<file path="src/rtl/didactic_fpga_pkg.sv">
// Shared definitions for the Didactic FPGA top: the sequencer state encoding
// and the default timing constants for the 8 MHz PLL output clock.
package didactic_fpga_pkg;

    typedef enum logic [2:0] {
        SEQ_WAIT_LOCK = 3'd0,
        SEQ_STABLE    = 3'd1,
        SEQ_RELEASE   = 3'd2,
        SEQ_RUN       = 3'd3
    } seq_state_e;

    localparam int SYNC_STAGES_DEF     = 2;
    localparam int LOCK_STABLE_CYC_DEF = 1024;
    localparam int DEBOUNCE_CYC_DEF    = 8000;   // 1 ms at 8 MHz
    localparam int RELEASE_DLY_CYC_DEF = 16;
    localparam int LOST_CNT_W_DEF      = 8;

    function automatic int max_int(input int a, input int b);
        return (a > b) ? a : b;
    endfunction

endpackage

</file>
<file path="src/rtl/didactic_sync_debounce.sv">
// Multi-flop synchronizer followed by an optional level filter. With
// DEBOUNCE_CYC = 0 the filter is removed and level is the synchronized input.
module didactic_sync_debounce
    import didactic_fpga_pkg::*;
#(
    parameter int SYNC_STAGES  = SYNC_STAGES_DEF,
    parameter int DEBOUNCE_CYC = DEBOUNCE_CYC_DEF
) (
    input  logic clk_in,
    input  logic reset,
    input  logic din,
    output logic level
);

    logic [SYNC_STAGES-1:0] sync_q;
    logic                   synced;

    // Shift the asynchronous input through the synchronizer chain.
    always_ff @(posedge clk_in or negedge reset) begin
        if (!reset) begin
            sync_q <= '0;
        end else begin
            sync_q <= {sync_q[SYNC_STAGES-2:0], din};
        end
    end

    assign synced = sync_q[SYNC_STAGES-1];

    generate
        if (DEBOUNCE_CYC == 0) begin : g_bypass
            assign level = synced;
        end else begin : g_filter
            localparam int            DW   = (DEBOUNCE_CYC > 1) ? $clog2(DEBOUNCE_CYC) : 1;
            localparam logic [DW-1:0] LAST = DW'(DEBOUNCE_CYC - 1);

            logic [DW-1:0] cnt_q;
            logic          level_q;

            // Accept a new level only after it has differed for DEBOUNCE_CYC cycles in a row.
            always_ff @(posedge clk_in or negedge reset) begin
                if (!reset) begin
                    cnt_q   <= '0;
                    level_q <= 1'b0;
                end else if (synced == level_q) begin
                    cnt_q <= '0;
                end else if (cnt_q == LAST) begin
                    level_q <= synced;
                    cnt_q   <= '0;
                end else begin
                    cnt_q <= cnt_q + DW'(1);
                end
            end

            assign level = level_q;
        end
    endgenerate

endmodule

</file>
<file path="src/rtl/didactic_reset_seq.sv">
// Reset sequencer between the board PLL and the Didactic SoC.
//
//   state       | meaning
//   ------------+--------------------------------------------------------
//   WAIT_LOCK   | SoC held in reset until lock is seen and button released
//   STABLE      | counting LOCK_STABLE_CYC consecutive locked cycles
//   RELEASE     | extra RELEASE_DLY_CYC cycles before letting the SoC go
//   RUN         | SoC out of reset; lock loss is recorded and counted
module didactic_reset_seq
    import didactic_fpga_pkg::*;
#(
    parameter int SYNC_STAGES     = SYNC_STAGES_DEF,
    parameter int LOCK_STABLE_CYC = LOCK_STABLE_CYC_DEF,
    parameter int DEBOUNCE_CYC    = DEBOUNCE_CYC_DEF,
    parameter int RELEASE_DLY_CYC = RELEASE_DLY_CYC_DEF,
    parameter int LOST_CNT_W      = LOST_CNT_W_DEF
) (
    input  logic                  clk_in,
    input  logic                  reset,
    input  logic                  pll_locked,
    input  logic                  btn_reset,
    input  logic                  clear_lost,
    output logic                  soc_rst_n,
    output logic [2:0]            seq_state,
    output logic                  lock_lost,
    output logic [LOST_CNT_W-1:0] lost_count
);

    localparam int               CNT_W        = $clog2(max_int(LOCK_STABLE_CYC, RELEASE_DLY_CYC) + 1);
    localparam logic [CNT_W-1:0] STABLE_LAST  = CNT_W'(LOCK_STABLE_CYC - 1);
    localparam logic [CNT_W-1:0] RELEASE_LAST = CNT_W'(RELEASE_DLY_CYC - 1);

    seq_state_e       state_q, state_d;
    logic [CNT_W-1:0] cnt_q, cnt_d;
    logic             lk_s;
    logic             bt_d;
    logic             loss_evt;

    // PLL lock is a clean level, so only its synchronizer is used.
    didactic_sync_debounce #(
        .SYNC_STAGES  (SYNC_STAGES),
        .DEBOUNCE_CYC (0)
    ) u_lock_sync (
        .clk_in (clk_in),
        .reset  (reset),
        .din    (pll_locked),
        .level  (lk_s)
    );

    didactic_sync_debounce #(
        .SYNC_STAGES  (SYNC_STAGES),
        .DEBOUNCE_CYC (DEBOUNCE_CYC)
    ) u_btn_sync (
        .clk_in (clk_in),
        .reset  (reset),
        .din    (btn_reset),
        .level  (bt_d)
    );

    // State and phase counter registers.
    always_ff @(posedge clk_in or negedge reset) begin
        if (!reset) begin
            state_q <= SEQ_WAIT_LOCK;
            cnt_q   <= '0;
        end else begin
            state_q <= state_d;
            cnt_q   <= cnt_d;
        end
    end

    // Next-state logic; a lock drop in RUN takes priority over the button.
    always_comb begin
        state_d  = state_q;
        cnt_d    = cnt_q;
        loss_evt = 1'b0;
        case (state_q)
            SEQ_WAIT_LOCK: begin
                cnt_d = '0;
                if (lk_s && !bt_d) state_d = SEQ_STABLE;
            end
            SEQ_STABLE: begin
                if (!lk_s || bt_d) begin
                    state_d = SEQ_WAIT_LOCK;
                    cnt_d   = '0;
                end else if (cnt_q == STABLE_LAST) begin
                    state_d = SEQ_RELEASE;
                    cnt_d   = '0;
                end else begin
                    cnt_d = cnt_q + CNT_W'(1);
                end
            end
            SEQ_RELEASE: begin
                if (!lk_s || bt_d) begin
                    state_d = SEQ_WAIT_LOCK;
                    cnt_d   = '0;
                end else if (cnt_q == RELEASE_LAST) begin
                    state_d = SEQ_RUN;
                    cnt_d   = '0;
                end else begin
                    cnt_d = cnt_q + CNT_W'(1);
                end
            end
            SEQ_RUN: begin
                cnt_d = '0;
                if (!lk_s) begin
                    state_d  = SEQ_WAIT_LOCK;
                    loss_evt = 1'b1;
                end else if (bt_d) begin
                    state_d = SEQ_WAIT_LOCK;
                end
            end
            default: begin
                state_d = SEQ_WAIT_LOCK;
                cnt_d   = '0;
            end
        endcase
    end

    // Registered SoC reset plus lock-loss bookkeeping; a loss beats a same-cycle clear.
    always_ff @(posedge clk_in or negedge reset) begin
        if (!reset) begin
            soc_rst_n  <= 1'b0;
            lock_lost  <= 1'b0;
            lost_count <= '0;
        end else begin
            soc_rst_n <= (state_q == SEQ_RUN);
            if (loss_evt) begin
                lock_lost <= 1'b1;
                if (clear_lost) begin
                    lost_count <= LOST_CNT_W'(1);
                end else if (lost_count != '1) begin
                    lost_count <= lost_count + LOST_CNT_W'(1);
                end
            end else if (clear_lost) begin
                lock_lost  <= 1'b0;
                lost_count <= '0;
            end
        end
    end

    assign seq_state = state_q;

endmodule
</file>
<file path="config.mk">
export PLATFORM = sky130hd
export DESIGN_NAME = didactic_reset_seq
export DESIGN_NICKNAME = d
export VERILOG_FILES = /design/src/rtl/didactic_fpga_pkg.sv /design/src/rtl/didactic_sync_debounce.sv /design/src/rtl/didactic_reset_seq.sv
export SDC_FILE = /design/constraint.sdc
export NUM_CORES = 1
export LEC_CHECK = 0
export CAP_MARGIN = 20
export CORE_AREA = 2 2 68 70
export DETAILED_ROUTE_END_ITERATION = 10
export DIE_AREA = 0 0 70 72
export PLACE_DENSITY = 0.68
export SLEW_MARGIN = 30
export SYNTH_ARGS = -nofsm -noshare
export SYNTH_HDL_FRONTEND = slang
export SYNTH_SLANG_ARGS = --single-unit
</file>
<file path="constraint.sdc">
create_clock -name clk_in -period 5.2 [get_ports clk_in]
set_input_delay 0.52 -clock clk_in [delete_from_list [all_inputs] [get_ports clk_in]]
set_output_delay 0.52 -clock clk_in [all_outputs]
set_load 0.03 [all_outputs]
</file>
==> impl_metrics.csv <==
group,metric,value,unit
drt,drt-vias-per-instance,5.046,
logic_synthesis,yosysSeqAreaShare,52.23,%
floorplan,die_width,70,µm
clock_network,cts_tree,"built",
global_routing,grt-ovfl-total,0,
critical_path,critical-path-top-delay-family,"buffers and inverters",
cells_and_area,syn2layout_area_growth,14.46,%
logic_synthesis,synth-async-reset-ratio,100.0,%
placed_design,place_congestion,0.8229,
power_and_ir_drop,p_int,490.6,µW
clock_network,clock_sinks,41,
status,outcome,"finished, final reports clean",
critical_path,worst-path-buf-inv,1,
placed_design,port-buffer-count,16,
logic_synthesis,ys.flop_type,"dfrtp_1",
sta,clock.fmax,513.3,MHz
sta,setup_viol_count_final,0,
critical_path,worstPathArrival,1430,ps
cells_and_area,drive_above_1_share,7.656,%
placed_design,post-dp-hpwl,2222,µm
logic_synthesis,synth_cell_type_count,37,
placed_design,dp.cells,253,
power_and_ir_drop,p_switching,203.0,µW
clock_network,cts-hold-fix-buffers,0,
drt,dr.first_iter.drc_count,52,
floorplan,ios,18,
drt,wirelength,3110,µm
critical_path,cp_max_fo,7,
placed_design,place_ws,3360,ps
global_routing,grt_pass1_wl,5775,µm
critical_path,cp_slowest_cell,"clkdlybuf4s50_1",
drt,postRouteAntennaNets,0,
power_and_ir_drop,power_per_cell_area,308.5,nW/µm²
clock_network,clkTransAtPathRegs,70,ps
clock_network,htree_levels,2,
sta,finClkSkew,6.118,ps
global_routing,antenna_found_initial,0,
global_routing,grt_max_degree,42,
cells_and_area,instances_no_fill,261,
power_and_ir_drop,sw_frac_of_total,29.26,%
drt,route.vias.total,1317,
critical_path,required,4680,ps
critical_path,endpoint_kind,"output port",
cells_and_area,fin_nets,220,
global_routing,grt_pass1_vias,1340,
sta,period_minus_slack,1948,ps
power_and_ir_drop,peakVddDrop,0.1481,mV
sta,finalHoldViolations,0,
power_and_ir_drop,pwr-share-seq,51.5,%
floorplan,rows,24,
sta,period_share,37.47,%
sta,rsz0062_at_grt,"no",
clock_network,cts_buffers,5,
logic_synthesis,synth_edf_count,0,
logic_synthesis,yosysWarnings,0,
job,maxCapViolations,0,
sta,finalMaxSlewViolations,0,
clock_network,root_buffer,"clkbuf_8",
critical_path,worstSetupPathType,"reg -> out",
clock_network,cts-resized-gates,0,
floorplan,die-area,5040,µm²
clock_network,cts_setup_buffers,0,
global_routing,grt_use_total,13.98,%
logic_synthesis,yosys_register_bits,41,
floorplan,core-area,4264,µm²
power_and_ir_drop,leakage,0.9803,nW
power_and_ir_drop,combPwrFrac,21.0,%
drt,wire_per_inst,11.92,µm
floorplan,start_util,46.07,%
power_and_ir_drop,clkPwrFrac,27.5,%
critical_path,start_kind,"register",
logic_synthesis,synth_cells,189,
sta,finalWorstSetupSlack,3252,ps
drt,firstDrtPassIters,4,
cells_and_area,antennaDiodeCount,0,
floorplan,die_height,72,µm
power_and_ir_drop,totalPowerFinal,693.6,µW
min_path,holdCritPathClass,"in -> async",
logic_synthesis,syn_area,1964,µm²
sta,setup_tns,0,ps
critical_path,cp_cell_sequence,"clkdlybuf4s50_1",
sta,holdWs,205.9,ps
logic_synthesis,avgSynthCellArea,10.39,µm²
clock_network,insertion_delay,280,ps
logic_synthesis,syn_nets,201,
drt,drc_errors,0,
clock_network,clockBufferDepth,2,
critical_path,slowest_delay,710,ps
==> kinds of logic (layout without fill, tap and decap cells) <==
kind of cell | after synthesis | in the layout | synth area share (%)
buffers and inverters | 12 | 32 | 2.612
muxes | 4 | 4 | 2.229
and+or+nand+nor | 86 | 86 | 21.66
adders and majority gates | 7 | 7 | 4.458
xor gates and xnor gates | 25 | 25 | 11.15
DFF | 41 | 41 | 52.23
AOI/OAI and AO/OA | 13 | 13 | 5.478
other | 1 | 1 | 0.1909
==> final cells by class <==
type	instances	area [µm²]
fillers	379	2016
flip-flops and latches	41	1026
multi-input cells	136	887.1
repair buffers	16	157.7
clock buffers	6	72.57
well taps	52	65.06
inverters	8	30.03
clock inverters	2	10.01
==> final timing paths <==
check | slack (ps) | cells past startpoint | to | start
worst max-delay path | 3250 | 1 | lost_count[0] | lost_count[0]$_DFFE_PN0P_
worst min-delay path | 210 | 1 | lock_lost$_DFFE_PN0P_ | reset
worst max register to register | 3350 | 6 | cnt_q[2]$_DFF_PN0_ | cnt_q[0]$_DFF_PN0_
worst min register to register | 350 | 0 | u_btn_sync.sync_q[1]$_DFF_PN0_ | u_btn_sync.sync_q[0]$_DFF_PN0_
max in group asynchronous | 4650 | 1 | u_btn_sync.sync_q[0]$_DFF_PN0_ | reset
min in group clk_in | 350 | 0 | u_btn_sync.sync_q[1]$_DFF_PN0_ | u_btn_sync.sync_q[0]$_DFF_PN0_
==> through the flow <==
stage	instance area [µm²]	util, %
after detailed placement	2163	50.73
after global placement	2163	50.73
after floorplan	1964	-
after CTS	2246	52.67
final	2248	52.73
after global routing	2248	52.73
==> layer usage <==
layer  share of wire [%]  GRT usage [%]  wire [µm]
met5                   0              0          0
met4                0.55          3.632         17
met3                 4.0          3.333        125
met2                  48          23.70       1484
met1                  48          18.24       1482
==> registers in the layout, summed over array words and instances, names as in the netlist <==
name / cells
seq_state: 2
soc_rst_n: 1
u_btn_sync.sync_q: 2
u_btn_sync.g_filter.cnt_q: 13
cnt_q: 11
lost_count: 8
lock_lost: 1
u_btn_sync.level: 1
u_lock_sync.sync_q: 2
==> Yosys cell counts (3+ instances only) <==
library cell,count,area (µm²)
nand4_1,7,43.79
xor2_1,14,122.6
nor2_1,36,135.1
dfrtp_1,41,1026
nand3_1,12,60.06
o21ai_0,3,15.01
inv_1,8,30.03
xnor2_1,11,96.34
nor3_1,4,20.02
nand2_1,10,37.54
and3_1,5,31.28
ha_1,7,87.58
==> power by group through the flow <==
stage | Sequential (mW) | Clock [mW] | Combinational [mW]
detailed placement | 0.364 | 0 | 0.148
floorplan | 0.386 | 0 | 0.0756
finish | 0.357 | 0.191 | 0.146
global placement | 0.363 | 0 | 0.147
global route | 0.361 | 0.219 | 0.165
CTS | 0.357 | 0.202 | 0.148
==> layout by cell type (no fill, tap or decap) <==
cell type	count
and3_1	5
xor2_1	14
and4_1	2
o22a_1	1
a41oi_2	1
nand3b_1	1
conb_1	1
a21oi_1	2
or2_2	2
nand2_1	10
a31oi_1	1
xnor2_1	11
mux2i_1	1
a41o_1	1
inv_1	8
a2111o_1	1
dfrtp_1	41
nor4_4	1
clkbuf_8	5
clkdlybuf4s50_1	15
buf_4	1
nand2b_1	2
clkbuf_1	1
mux2_1	1
o21ai_0	3
nand3_1	12
and3_2	1
nor3_1	4
o211ai_1	1
nand4_1	7
ha_1	7
nor2_1	36
clkinv_2	2
and2_1	1
nor2b_1	1
a31oi_2	1
o211a_1	1
or3_1	1
mux2_2	2
Power figures use the tool's default switching activity.
